**config.mk**
```make
export PLATFORM = sky130hd
export DESIGN_NAME = add32_share_arb
export DESIGN_NICKNAME = d
export VERILOG_FILES = /design/src/rtl/add32_share_arb.sv
export SDC_FILE = /design/constraint.sdc
export NUM_CORES = 1
export LEC_CHECK = 0
export ABC_AREA = 1
export CORE_MARGIN = 3
export CORE_UTILIZATION = 43
export DETAILED_ROUTE_END_ITERATION = 12
export GPL_TIMING_DRIVEN = 1
export PLACE_DENSITY = 0.86
export SLEW_MARGIN = 30
export SYNTH_ARGS = -nofsm -noshare
export SYNTH_HDL_FRONTEND = slang
export SYNTH_SLANG_ARGS = --single-unit
```
**constraint.sdc**
```tcl
create_clock -name clk -period 2 [get_ports clk]
set_input_delay 0.2 -clock clk [delete_from_list [all_inputs] [get_ports clk]]
set_output_delay 0.2 -clock clk [all_outputs]
set_load 0.01 [all_outputs]
```
**src/rtl/add32_share_arb.sv**
```systemverilog
// Round-robin arbiter sharing one external combinational adder among NREQ requesters.
// Optional macro ADD_ARB_CARRY_EN adds a registered carry-out (rsp_carry) to the response.
module add32_share_arb #(
    parameter  int NREQ = 2,
    parameter  int W    = 32,
    localparam int IDW  = (NREQ > 1) ? $clog2(NREQ) : 1
) (
    input  logic              clk,
    input  logic              rst_n,
    input  logic [NREQ-1:0]   req_valid,
    output logic [NREQ-1:0]   req_ready,
    input  logic [NREQ*W-1:0] req_a,
    input  logic [NREQ*W-1:0] req_b,
    output logic [W-1:0]      add_a,
    output logic [W-1:0]      add_b,
    input  logic [W-1:0]      add_q,
    output logic              rsp_valid,
    input  logic              rsp_ready,
    output logic [IDW-1:0]    rsp_id,
    output logic [W-1:0]      rsp_q
`ifdef ADD_ARB_CARRY_EN
    ,
    output logic              rsp_carry
`endif
);

    typedef enum logic [1:0] {IDLE, EXEC, RESP} state_t;

    state_t          state_q;
    logic [IDW-1:0]  rr_ptr_q;
    logic [W-1:0]    op_a_q, op_b_q;
    logic [W-1:0]    res_q;
    logic            rsp_valid_q;
    logic [IDW-1:0]  rsp_id_q;

    logic            gnt_any;
    logic [IDW-1:0]  gnt_idx;
    logic [IDW-1:0]  cand;
    logic [NREQ-1:0] gnt_oh;
    logic [W-1:0]    gnt_a, gnt_b;
    logic [IDW-1:0]  rr_ptr_d;
    int              idx;

    // First valid requester at or above rr_ptr, wrapping modulo NREQ.
    always_comb begin
        gnt_any = 1'b0;
        gnt_idx = '0;
        cand    = '0;
        idx     = 0;
        for (int k = 0; k < NREQ; k++) begin
            idx  = (int'(rr_ptr_q) + k) % NREQ;
            cand = IDW'(idx);
            if (!gnt_any && req_valid[cand]) begin
                gnt_any = 1'b1;
                gnt_idx = cand;
            end
        end
        gnt_oh = '0;
        if (gnt_any) gnt_oh[gnt_idx] = 1'b1;
        gnt_a = req_a[int'(gnt_idx)*W +: W];
        gnt_b = req_b[int'(gnt_idx)*W +: W];
    end

    assign rr_ptr_d  = (rsp_id_q == IDW'(NREQ-1)) ? '0 : rsp_id_q + IDW'(1);

    // Grants are suppressed while reset is asserted so no handshake completes then.
    assign req_ready = (state_q == IDLE && rst_n) ? gnt_oh : '0;
    assign add_a     = op_a_q;
    assign add_b     = op_b_q;
    assign rsp_valid = rsp_valid_q;
    assign rsp_id    = rsp_id_q;
    assign rsp_q     = res_q;

`ifdef ADD_ARB_CARRY_EN
    logic carry_q;
    logic carry_d;
    assign carry_d   = 1'(({1'b0, op_a_q} + {1'b0, op_b_q}) >> W);
    assign rsp_carry = carry_q;
`endif

    always_ff @(posedge clk) begin
        if (!rst_n) begin
            state_q     <= IDLE;
            rr_ptr_q    <= '0;
            op_a_q      <= '0;
            op_b_q      <= '0;
            res_q       <= '0;
            rsp_valid_q <= 1'b0;
            rsp_id_q    <= '0;
`ifdef ADD_ARB_CARRY_EN
            carry_q     <= 1'b0;
`endif
        end else begin
            case (state_q)
                IDLE: begin
                    if (gnt_any) begin
                        op_a_q   <= gnt_a;
                        op_b_q   <= gnt_b;
                        rsp_id_q <= gnt_idx;
                        state_q  <= EXEC;
                    end
                end
                EXEC: begin
                    res_q       <= add_q;
                    rsp_valid_q <= 1'b1;
`ifdef ADD_ARB_CARRY_EN
                    carry_q     <= carry_d;
`endif
                    state_q     <= RESP;
                end
                RESP: begin
                    if (rsp_ready) begin
                        rsp_valid_q <= 1'b0;
                        rr_ptr_q    <= rr_ptr_d;
                        state_q     <= IDLE;
                    end
                end
                default: state_q <= IDLE;
            endcase
        end
    end

endmodule
```
==> load_flow_metrics.sql <==
INSERT INTO impl_metrics (metric_group, metric, value, unit) VALUES
('pwr', 'power-per-cell-area', '773', 'mW/mm²'),
('cells_and_area', 'nNetsFinal', '1249', ''),
('synthesis', 'synth_seq_cells', '101', ''),
('grt', 'global_route.overflow_total', '0', ''),
('flow_run', 'drv_cap', '0', ''),
('hold_path', 'timing.hold.worst_path_depth', '3', ''),
('synthesis', 'yosys-top-cells-area', 'sky130_fd_sc_hd__dfxtp_1 (39%), sky130_fd_sc_hd__nand2_1 (14%), sky130_fd_sc_hd__nor2_1 (14%)', ''),
('routing', 'post_drt_via_cell_ratio', '4.60', ''),
('timing', 'crit_path_time_final', '1.85', 'ns'),
('grt', 'pin_count_of_the_biggest_net_entering_global_routing', '129', ''),
('synthesis', 'netlist_instances', '860', ''),
('timing', 'rsz0062_at_grt', 'no', ''),
('synthesis', 'synth.distinct_cells', '15', ''),
('grt', 'grt_first_pass_wirelength', '24900', 'µm'),
('setup_path', 'crit_type', 'flop to primary output', ''),
('synthesis', 'synth.most_common_cell', 'sky130_fd_sc_hd__nand2_1', ''),
('clocking', 'clock_tree.htree_level_count', '3', ''),
('timing', 'report.final.setup_viol', '0', ''),
('timing', 'whs', '0.199', 'ns'),
('cells_and_area', 'fillers', '945', ''),
('grt', 'grt_pass1_vias', '5070', ''),
('clocking', 'worstSkewPairLatency', '0.34', 'ns'),
('timing', 'slew_headroom', '0.630', ''),
('pwr', 'power_leakage', '3.87', 'nW'),
('synthesis', 'synth_top_area_share', '0.392', ''),
('setup_path', 'path_max_fanout', '5', ''),
('placed_design', 'detailed_place_hpwl', '11100', 'µm'),
('floorplanning', 'die_h', '116', 'µm'),
('pwr', 'vdd.ir_drop.worst', '0.697', 'mV'),
('synthesis', 'synth.cell_area', '0.00516', 'mm²'),
('floorplanning', 'standard_cell_row_count', '39', ''),
('floorplanning', 'core_region_area', '0.0116', 'mm²'),
('timing', 'total_count_of_hold_check_failures_in_the_final_report', '0', ''),
('synthesis', 'ys_async_sr_fraction', '0', ''),
('cells_and_area', 'multi_input_area', '0.00236', 'mm²'),
('clocking', 'cts_tree', 'built', ''),
('clocking', 'tritoncts.num_buffers', '9', ''),
('floorplanning', 'ios', '265', ''),
('synthesis', 'yosysSeqAreaShare', '0.392', ''),
('timing', 'finalMaxSlewViolations', '0', ''),
('routing', 'route.final.wire_length', '16200', 'µm'),
('setup_path', 'worstPathRequired', '1.80', 'ns'),
('setup_path', 'worst_ep_arrival_time', '1.65', 'ns'),
('cells_and_area', 'finish.utilization', '0.707', ''),
('synthesis', 'synth_warnings', '0', ''),
('cells_and_area', 'regArea', '0.00202', 'mm²'),
('clocking', 'postCtsResizedCells', '0', ''),
('routing', 'drcViolationCount', '0', ''),
('grt', 'overall_global_routing_resource_usage', '0.234', ''),
('hold_path', 'hold_path.class', 'primary input to flop', ''),
('routing', 'dr.first_iter.drc_count', '390', ''),
('timing', 'finalWorstSetupSlack', '0.149', 'ns'),
('floorplanning', 'floorplan.initialDensity', '0.446', ''),
('placed_design', 'dpl_worst_slack', '0.189', 'ns'),
('placed_design', 'routabilityCongestion', '0.787', ''),
('setup_path', 'rr_worst_depth', '7', ''),
('synthesis', 'ys_dominant_reg_cell', 'sky130_fd_sc_hd__dfxtp_1', ''),
('outcome', 'outcome', 'finished, final reports clean', ''),
('timing', 'worst-slew-pin-transition', '0.554', 'ns'),
('timing', 'setup_tns_final', '0', 'ns'),
('clocking', 'cts-root-buf', 'sky130_fd_sc_hd__clkbuf_16', ''),
('placed_design', 'port_buffers', '264', ''),
('clocking', 'ctsHoldBuffers', '0', ''),
('pwr', 'design_power_total', '0.00633', 'W'),
('timing', 'fin_worst_skew', '0.00516', 'ns'),
('cells_and_area', 'n_antenna_cell', '0', ''),
('synthesis', 'synth_largest_area_cell', 'sky130_fd_sc_hd__dfxtp_1', ''),
('floorplanning', 'die_w', '116', 'µm'),
('synthesis', 'mappedNetlistNets', '1025', ''),
('setup_path', 'setup.worst_path.end_class', 'primary output', ''),
('clocking', 'post_cts.repair.setup_buffers', '0', '');
## power by group
part | leakage (nW) | total (W) | switching [W] | internal, W
clock network | 0.175 | 0.00211 | 0.000763 | 0.00134
logic | 2.86 | 0.00186 | 0.000892 | 0.000964
registers | 0.837 | 0.00236 | 0.000117 | 0.00225
total | 3.87 | 0.00633 | 0.00177 | 0.00455
## worst paths after layout
path | to | slack, ns
max | req_ready[1] | 0.15
min | rsp_id | 0.20
max reg2reg | add_b[27] | 0.70
min reg2reg | rsp_valid | 0.49
## stage by stage
step | cell area [µm²] | instances
global route | 8180 | 1232
floorplan | 5160 | 860
CTS | 8180 | 1232
global placement | 7820 | 1216
finish | 8180 | 1232
detailed placement | 7820 | 1216
## cell families (layout without fill, tap and decap cells)
kind of cell | Yosys count | count (layout) | share of synthesized area
DFF | 101 | 101 | 0.392
and+or+nand+nor | 465 | 465 | 0.357
AOI/OAI and AO/OA | 101 | 101 | 0.0980
buffers and inverters | 193 | 422 | 0.153
## layer usage
| layer | vias to the layer above | global-route usage | wire (µm) |
|---|---|---|---|
| li1 | 3023 | - | - |
| met1 | 2422 | 0.266 | 6230 |
| met2 | 201 | 0.397 | 7970 |
| met3 | 22 | 0.0930 | 1730 |
| met4 | 2 | 0.0876 | 293 |
| met5 | - | 0 | 13 |
## flip-flops by register name, indices dropped and copies added, names as in the netlist
register	flops
add_b	32
rsp_q	32
rsp_id	1
rsp_valid	1
rr_ptr_q	1
state_q	2
add_a	32
## worst max-delay path, stage by stage, from the launching register on
cell	delay (ns)
sky130_fd_sc_hd__dfxtp_1	0.35
sky130_fd_sc_hd__nor2_2	0.17
sky130_fd_sc_hd__nand2_1	0.10
sky130_fd_sc_hd__nor2_1	0.11
sky130_fd_sc_hd__clkdlybuf4s50_1	0.57
## final cells by class
cell class,instances,share of cell area
multi-input cells,566,0.288
repair buffers,271,0.336
clock buffers,9,0.0275
well taps,143,0.0219
inverters,135,0.0619
clock inverters,7,0.0168
flip-flops and latches,101,0.247
## cells in the final DEF, fill, tap and decap left out
| cell type | n |
|---|---|
| sky130_fd_sc_hd__nor2_2 | 2 |
| sky130_fd_sc_hd__buf_4 | 3 |
| sky130_fd_sc_hd__bufinv_16 | 4 |
| sky130_fd_sc_hd__nor2_1 | 196 |
| sky130_fd_sc_hd__nand2_1 | 197 |
| sky130_fd_sc_hd__nand2_4 | 1 |
| sky130_fd_sc_hd__clkdlybuf4s50_1 | 262 |
| sky130_fd_sc_hd__nor2_4 | 1 |
| sky130_fd_sc_hd__inv_1 | 132 |
| sky130_fd_sc_hd__buf_12 | 5 |
| sky130_fd_sc_hd__nand3b_1 | 1 |
| sky130_fd_sc_hd__inv_2 | 3 |
| sky130_fd_sc_hd__nand3_1 | 66 |
| sky130_fd_sc_hd__buf_2 | 1 |
| sky130_fd_sc_hd__clkinvlp_4 | 1 |
| sky130_fd_sc_hd__dfxtp_1 | 101 |
| sky130_fd_sc_hd__o21ai_0 | 34 |
| sky130_fd_sc_hd__clkbuf_16 | 9 |
| sky130_fd_sc_hd__a21oi_1 | 67 |
| sky130_fd_sc_hd__nand2_2 | 1 |
| sky130_fd_sc_hd__clkinv_2 | 2 |
Note: power is estimated with default switching activity, not from simulation.
